File: src/rtl/gsim_pkg.sv
// Shared widths and state encodings for the Gauss-Seidel x-result packer.
// Also holds the element one-hot helper that the bank uses for its valid mask.
package gsim_pkg;

    localparam int X_W       = 32;
    localparam int X_PER_MAT = 16;
    localparam int BEAT_W    = X_PER_MAT * X_W / 2;
    localparam int MAT_W     = 5;
    localparam int IDX_W     = 4;

    typedef enum logic [1:0] {
        BANK_EMPTY = 2'd0,
        BANK_FILL  = 2'd1,
        BANK_FULL  = 2'd2
    } bank_state_e;

    typedef enum logic [1:0] {
        DRN_IDLE  = 2'd0,
        DRN_BEAT0 = 2'd1,
        DRN_BEAT1 = 2'd2
    } drain_state_e;

    function automatic logic [X_PER_MAT-1:0] idx_onehot(input logic [IDX_W-1:0] idx);
        idx_onehot = {{(X_PER_MAT-1){1'b0}}, 1'b1} << idx;
    endfunction

endpackage

File: src/rtl/gsim_x_bank.sv
// One ping-pong bank: element storage, valid mask, matrix tag and fill state.
// A release from the drain side takes effect before a same-cycle write.
module gsim_x_bank
    import gsim_pkg::*;
(
    input  logic                      i_clk,
    input  logic                      i_reset,
    input  logic                      i_wen,
    input  logic [MAT_W-1:0]          i_tag,
    input  logic [IDX_W-1:0]          i_idx,
    input  logic [X_W-1:0]            i_data,
    input  logic                      i_release,
    output bank_state_e               o_state,
    output logic                      o_empty_nxt,
    output logic [MAT_W-1:0]          o_tag,
    output logic [X_PER_MAT*X_W-1:0]  o_data,
    output logic                      o_drop,
    output logic                      o_dup
);

    bank_state_e                      state_q, state_d, st_eff_s;
    logic [X_PER_MAT-1:0]             mask_q, mask_d, mask_eff_s, bit_s;
    logic [MAT_W-1:0]                 tag_q, tag_d;
    logic [X_PER_MAT-1:0][X_W-1:0]    data_q, data_d;
    logic                             store_s, drop_s, dup_s;

    // Write/release rules: release first, then the write sees the resulting state.
    always_comb begin
        st_eff_s   = i_release ? BANK_EMPTY : state_q;
        mask_eff_s = i_release ? {X_PER_MAT{1'b0}} : mask_q;
        bit_s      = idx_onehot(i_idx);
        store_s    = 1'b0;
        drop_s     = 1'b0;
        dup_s      = 1'b0;
        state_d    = st_eff_s;
        mask_d     = mask_eff_s;
        tag_d      = tag_q;
        data_d     = data_q;
        if (i_wen) begin
            case (st_eff_s)
                BANK_EMPTY: begin
                    store_s = 1'b1;
                    tag_d   = i_tag;
                end
                BANK_FILL: begin
                    if (i_tag == tag_q) begin
                        store_s = 1'b1;
                        dup_s   = |(mask_eff_s & bit_s);
                    end else begin
                        drop_s = 1'b1;
                    end
                end
                BANK_FULL: drop_s = 1'b1;
                default: begin
                    drop_s  = 1'b1;
                    state_d = BANK_EMPTY;
                end
            endcase
        end else begin
            store_s = 1'b0;
        end
        if (store_s) begin
            data_d[i_idx] = i_data;
            mask_d        = mask_eff_s | bit_s;
            state_d       = (&mask_d) ? BANK_FULL : BANK_FILL;
        end else begin
            mask_d = mask_eff_s;
        end
    end

    // Bank state registers with synchronous reset.
    always_ff @(posedge i_clk) begin
        if (i_reset) begin
            state_q <= BANK_EMPTY;
            mask_q  <= {X_PER_MAT{1'b0}};
            tag_q   <= {MAT_W{1'b0}};
            data_q  <= {(X_PER_MAT*X_W){1'b0}};
        end else begin
            state_q <= state_d;
            mask_q  <= mask_d;
            tag_q   <= tag_d;
            data_q  <= data_d;
        end
    end

    assign o_state     = state_q;
    assign o_empty_nxt = (state_d == BANK_EMPTY);
    assign o_tag       = tag_q;
    assign o_data      = data_q;
    assign o_drop      = drop_s;
    assign o_dup       = dup_s;

endmodule

File: src/rtl/gsim_x_packer.sv
// Gathers solver x writes into two banks and drains each full vector as two
// 256-bit beats over valid/ready; flags lost and duplicated element writes.
module gsim_x_packer
    import gsim_pkg::*;
(
    input  logic                i_clk,
    input  logic                i_reset,
    input  logic                i_x_wen,
    input  logic [8:0]          i_x_addr,
    input  logic [X_W-1:0]      i_x_data,
    input  logic                i_proc_done,
    output logic                o_wr_vld,
    output logic [5:0]          o_wr_addr,
    output logic [BEAT_W-1:0]   o_wr_data,
    input  logic                i_wr_rdy,
    output logic                o_overflow,
    output logic                o_dup,
    output logic                o_all_done
);

    bank_state_e                     bank_state_s [2];
    logic [1:0]                      bank_full_s, empty_nxt_s, drop_s, dupw_s, release_s;
    logic [1:0][MAT_W-1:0]           bank_tag_s;
    logic [1:0][X_PER_MAT*X_W-1:0]   bank_data_s;

    drain_state_e                    drn_q, drn_d;
    logic                            ptr_q, ptr_d, sel_q, sel_d;
    logic                            vld_q, vld_d, ovf_q, ovf_d, dup_q, dup_d, done_q, done_d;
    logic [5:0]                      addr_q, addr_d;
    logic [BEAT_W-1:0]               data_q, data_d;
    logic                            take_s, pick_s;

    for (genvar b = 0; b < 2; b++) begin : g_bank
        gsim_x_bank u_bank (
            .i_clk       (i_clk),
            .i_reset     (i_reset),
            .i_wen       (i_x_wen && (i_x_addr[4] == 1'(b))),
            .i_tag       (i_x_addr[8:4]),
            .i_idx       (i_x_addr[3:0]),
            .i_data      (i_x_data),
            .i_release   (release_s[b]),
            .o_state     (bank_state_s[b]),
            .o_empty_nxt (empty_nxt_s[b]),
            .o_tag       (bank_tag_s[b]),
            .o_data      (bank_data_s[b]),
            .o_drop      (drop_s[b]),
            .o_dup       (dupw_s[b])
        );
        assign bank_full_s[b] = (bank_state_s[b] == BANK_FULL);
    end

    // Drain FSM next state, beat registers, sticky flags and done flag.
    always_comb begin
        drn_d     = drn_q;
        ptr_d     = ptr_q;
        sel_d     = sel_q;
        vld_d     = vld_q;
        addr_d    = addr_q;
        data_d    = data_q;
        release_s = 2'b00;
        take_s    = 1'b0;
        pick_s    = ptr_q;
        case (drn_q)
            DRN_IDLE: begin
                if (bank_full_s[ptr_q]) begin
                    take_s = 1'b1;
                    pick_s = ptr_q;
                end else if (bank_full_s[~ptr_q]) begin
                    take_s = 1'b1;
                    pick_s = ~ptr_q;
                end else begin
                    take_s = 1'b0;
                end
                if (take_s) begin
                    sel_d  = pick_s;
                    vld_d  = 1'b1;
                    addr_d = {bank_tag_s[pick_s], 1'b0};
                    data_d = bank_data_s[pick_s][BEAT_W-1:0];
                    drn_d  = DRN_BEAT0;
                end else begin
                    vld_d = 1'b0;
                end
            end
            DRN_BEAT0: begin
                if (i_wr_rdy) begin
                    addr_d = {bank_tag_s[sel_q], 1'b1};
                    data_d = bank_data_s[sel_q][2*BEAT_W-1:BEAT_W];
                    drn_d  = DRN_BEAT1;
                end else begin
                    drn_d = DRN_BEAT0;
                end
            end
            DRN_BEAT1: begin
                if (i_wr_rdy) begin
                    release_s[sel_q] = 1'b1;
                    ptr_d            = ~sel_q;
                    vld_d            = 1'b0;
                    drn_d            = DRN_IDLE;
                end else begin
                    drn_d = DRN_BEAT1;
                end
            end
            default: begin
                vld_d = 1'b0;
                drn_d = DRN_IDLE;
            end
        endcase
        ovf_d  = ovf_q | (|drop_s);
        dup_d  = dup_q | (|dupw_s);
        // Done looks at next-cycle state so it rises together with the final release.
        done_d = i_proc_done && (drn_d == DRN_IDLE) && (&empty_nxt_s);
    end

    // Drain FSM and output registers with synchronous reset.
    always_ff @(posedge i_clk) begin
        if (i_reset) begin
            drn_q  <= DRN_IDLE;
            ptr_q  <= 1'b0;
            sel_q  <= 1'b0;
            vld_q  <= 1'b0;
            addr_q <= 6'd0;
            data_q <= {BEAT_W{1'b0}};
            ovf_q  <= 1'b0;
            dup_q  <= 1'b0;
            done_q <= 1'b0;
        end else begin
            drn_q  <= drn_d;
            ptr_q  <= ptr_d;
            sel_q  <= sel_d;
            vld_q  <= vld_d;
            addr_q <= addr_d;
            data_q <= data_d;
            ovf_q  <= ovf_d;
            dup_q  <= dup_d;
            done_q <= done_d;
        end
    end

    assign o_wr_vld   = vld_q;
    assign o_wr_addr  = addr_q;
    assign o_wr_data  = data_q;
    assign o_overflow = ovf_q;
    assign o_dup      = dup_q;
    assign o_all_done = done_q;

endmodule

File: config.mk
export PLATFORM = sky130hd
export DESIGN_NAME = gsim_x_packer
export DESIGN_NICKNAME = d
export VERILOG_FILES = /design/src/rtl/gsim_pkg.sv /design/src/rtl/gsim_x_bank.sv /design/src/rtl/gsim_x_packer.sv
export SDC_FILE = /design/constraint.sdc
export NUM_CORES = 2
export LEC_CHECK = 0
export BUFFER_PORTS_ARGS = -buffer_cell sky130_fd_sc_hd__buf_2
export CORE_AREA = 5 5 416 418
export CTS_CLUSTER_DIAMETER = 40
export DETAILED_ROUTE_END_ITERATION = 6
export DIE_AREA = 0 0 421 423
export REMOVE_ABC_BUFFERS = 1
export SYNTH_ARGS = -nofsm -noshare
export SYNTH_HDL_FRONTEND = slang
export SYNTH_HIERARCHICAL = 1
export SYNTH_SLANG_ARGS = --single-unit
File: constraint.sdc
create_clock -name i_clk -period 7.8 [get_ports i_clk]
set_input_delay 0.78 -clock i_clk [delete_from_list [all_inputs] [get_ports i_clk]]
set_output_delay 0.78 -clock i_clk [all_outputs]
set_load 0.03 [all_outputs]
==> flow_summary.ini <==
[finish]
nNetsFinal = 6097
fill_cells = 16216
syn_to_final_growth_pct = 13.9
layout_commonest_cell = dfxtp_1
drive_gt1_share_pct = 19.1
fin_util_pct = 41.8
final_cell_mix = dfxtp_1 (1339), mux2i_1 (940), nor2_1 (549), o21ai_0 (459), buf_2 (310)
fin_cells = 8427

[drt]
route.detailed.drc = 0
drt-wirelength-per-cell_um = 25.6
routed-via-count = 48996
dr.pass1.iters = 6
viasPerCell = 5.81
ant_nets = 0
wl_mm = 216
drt_iter0_drc = 4566

[worst_setup_path]
critPathMaxFanout = 118
crit_arrival_ns = 5.50
end_kind = register
worst_setup_path_start_kind = register
crit_required_ns = 8.51
path_class = reg -> reg

[synth]
avgSynthCellArea_um2 = 10.0
synth_edf_count = 0
yosysTopAreaCellShare_pct = 43.3
synthFlopType = dfxtp_1
synth_cell_types = 79
yosys_register_bits = 1340
synth_top_cell_by_area = dfxtp_1
synthTopCellsByArea = dfxtp_1 (43%), mux2i_1 (15%), o311ai_2 (5.0%)
async_flop_share_pct = 0
netlist_instances = 6172
synth_warnings = 6
netlist_area_um2 = 62000
yosysSeqAreaShare_pct = 43.3

[global_route]
grt_first_pass_wirelength_mm = 321
groute.usage.overall_pct = 23.1
antenna_found_initial = 1
grt_max_degree = 195
grt_pass1_vias = 48267
grt-ovfl-total = 0

[clock_network]
root_buffer = clkbuf_16
holdBufCountCts = 0
cts_sinks = 1340
clkTransAtPathRegs_ns = 0.05
post_cts_buffers = 0
htree_levels = 4
clk_latency_ns = 0.81
post_cts_resize_count = 0
cts_buffers = 183
cts.path.max_buffers = 3
tritoncts = done

[placed_design]
dp_hpwl_mm = 113
routabilityCongestion = 0.809
dp.cells = 8084
io_buffer_count = 311

[power_and_ir_drop]
switchingPower_uw = 3970
seqPwrFrac_pct = 41.6
p_comb_share_pct = 4.0
max-vdd-ir-drop_v = 0.000219
p_leak_uw = 0.0234
pwr-share-clk_pct = 54.5
p_sw_share_pct = 23.8
power.internal_uw = 12700
power.density_nw_per_um2 = 236

[timing]
maxSlewViolCount = 0
setup_viol = 0
rsz0062_at_grt = no
period_share_pct = 61.4
skew_ns = 0.0314
hold_viol = 0
post-route-min-period_ns = 4.79
worst_pin_slew_ns = 1.38
slew_headroom_pct = 7.43
fmax_mhz = 209
finalSetupTns_ns = 0

[floorplanning]
pin_count = 312
dieArea_um2 = 178000
fp.dieH_um = 423
dieWidth_um = 421
core-area_um2 = 169000
start_util_pct = 36.7
placementRows = 151

[job]
maxCapViolations = 0

[run_status]
status = finished, final reports clean

[worst_hold_path]
hold_path_class = in -> reg
[power by group through the flow]
stage	clock network [uW]	logic, uW	registers (uW)
3_3_place_gp	0	647	7060
6_report	9060	663	6910
2_1_floorplan	0	272	7060
5_1_grt	9480	696	6910
4_1_cts	9180	653	6910
3_5_place_dp	0	651	7060
[state kept, by name, summed over array words and instances (netlist names), 2 cells and up]
signal and count:
g_bank.u_bank/o_data 1024, g_bank.u_bank/o_state 4, drn_q 2, o_wr_addr 6, g_bank.u_bank/mask_q 32, g_bank.u_bank/o_tag 10
o_wr_data 256
[cell usage after synthesis (all sizes together), types with 3 or more instances]
cell type,number
dfxtp,1340
mux2i,940
nor2,553
o21ai,460
clkbuf,453
a21oi,303
nand3,285
and2,266
nand4b,263
o221ai,262
o311ai,262
buf,259
nand2b,222
nor2b,111
nand2,39
nand4,24
o31ai,21
nor3,10
xnor2,10
a31oi,5
inv,5
nor4b,5
a211oi,4
a22oi,4
nand3b,4
nor4,4
and3,3
mux2,3
nor3b,3
o211a,3
or2,3
or3,3
or4,3
[cell type report]
cell class / count / area (um2) / share of cell area, %
Multi-Input combinational cell: 4114 / 31700 / 45.0
Sequential cell: 1340 / 26800 / 38.0
Clock buffer: 231 / 5130 / 7.27
Tap cell: 2218 / 2780 / 3.93
Timing Repair Buffer: 406 / 2500 / 3.55
Clock inverter: 111 / 1580 / 2.24
Inverter: 6 / 22.5 / 0.0319
Antenna cell: 1 / 2.50 / 0.00355
[worst paths after layout]
path / from / end / slack, ns / cells past startpoint
setup / recovery: sel_q / g_bank[0].u_bank/o_data[170] / 3.01 / 8
hold / removal: i_x_addr[6] / g_bank[0].u_bank/o_tag[2] / 0.29 / 3
setup reg to reg: sel_q / g_bank[0].u_bank/o_data[170] / 3.01 / 8
hold reg to reg: g_bank[0].u_bank/o_data[87] / g_bank[0].u_bank/o_data[87] / 0.47 / 2
[critical path: stages, from the launching register on]
cell and delay (ns):
dfxtp_4 0.86, or2_2 0.24, inv_1 0.31, o21bai_2 0.39, nand2_1 0.27, o31a_2 0.93
buf_4 1.06, o21ai_0 0.23, a21oi_1 0.22
[cell families after synthesis]
family | share of synthesized area, %
AO/OA/AOI/OAI | 18.9
XOR/XNOR | 0.141
adder cells (fa/ha/maj) | 0.0182
buffers and inverters | 5.75
flip-flops | 43.3
multiplexers | 15.2
AND/OR/NAND/NOR | 16.7
[metal layers]
layer	global-route usage, %	vias up	part of all wire [%]
met2	38.9	1702	48
met5	0	-	0
met4	10.3	0	4.5
met3	3.35	341	5.4
li1	-	22313	-
met1	29.3	24640	42
[through the flow]
step / total power, uW / worst slack [ns] / cell area (um2) / hold WS, ns
floorplan: 7330 / -21.51 / 58400 / 0.443
global placement: 7710 / 3.15 / 63900 / 0.453
finish: 16600 / 3.01 / 70600 / 0.288
CTS: 16700 / 3.14 / 70600 / 0.230
detailed placement: 7710 / 3.09 / 63900 / 0.457
global route: 17100 / 2.81 / 70600 / 0.270
(Power assumes the default switching activity.)
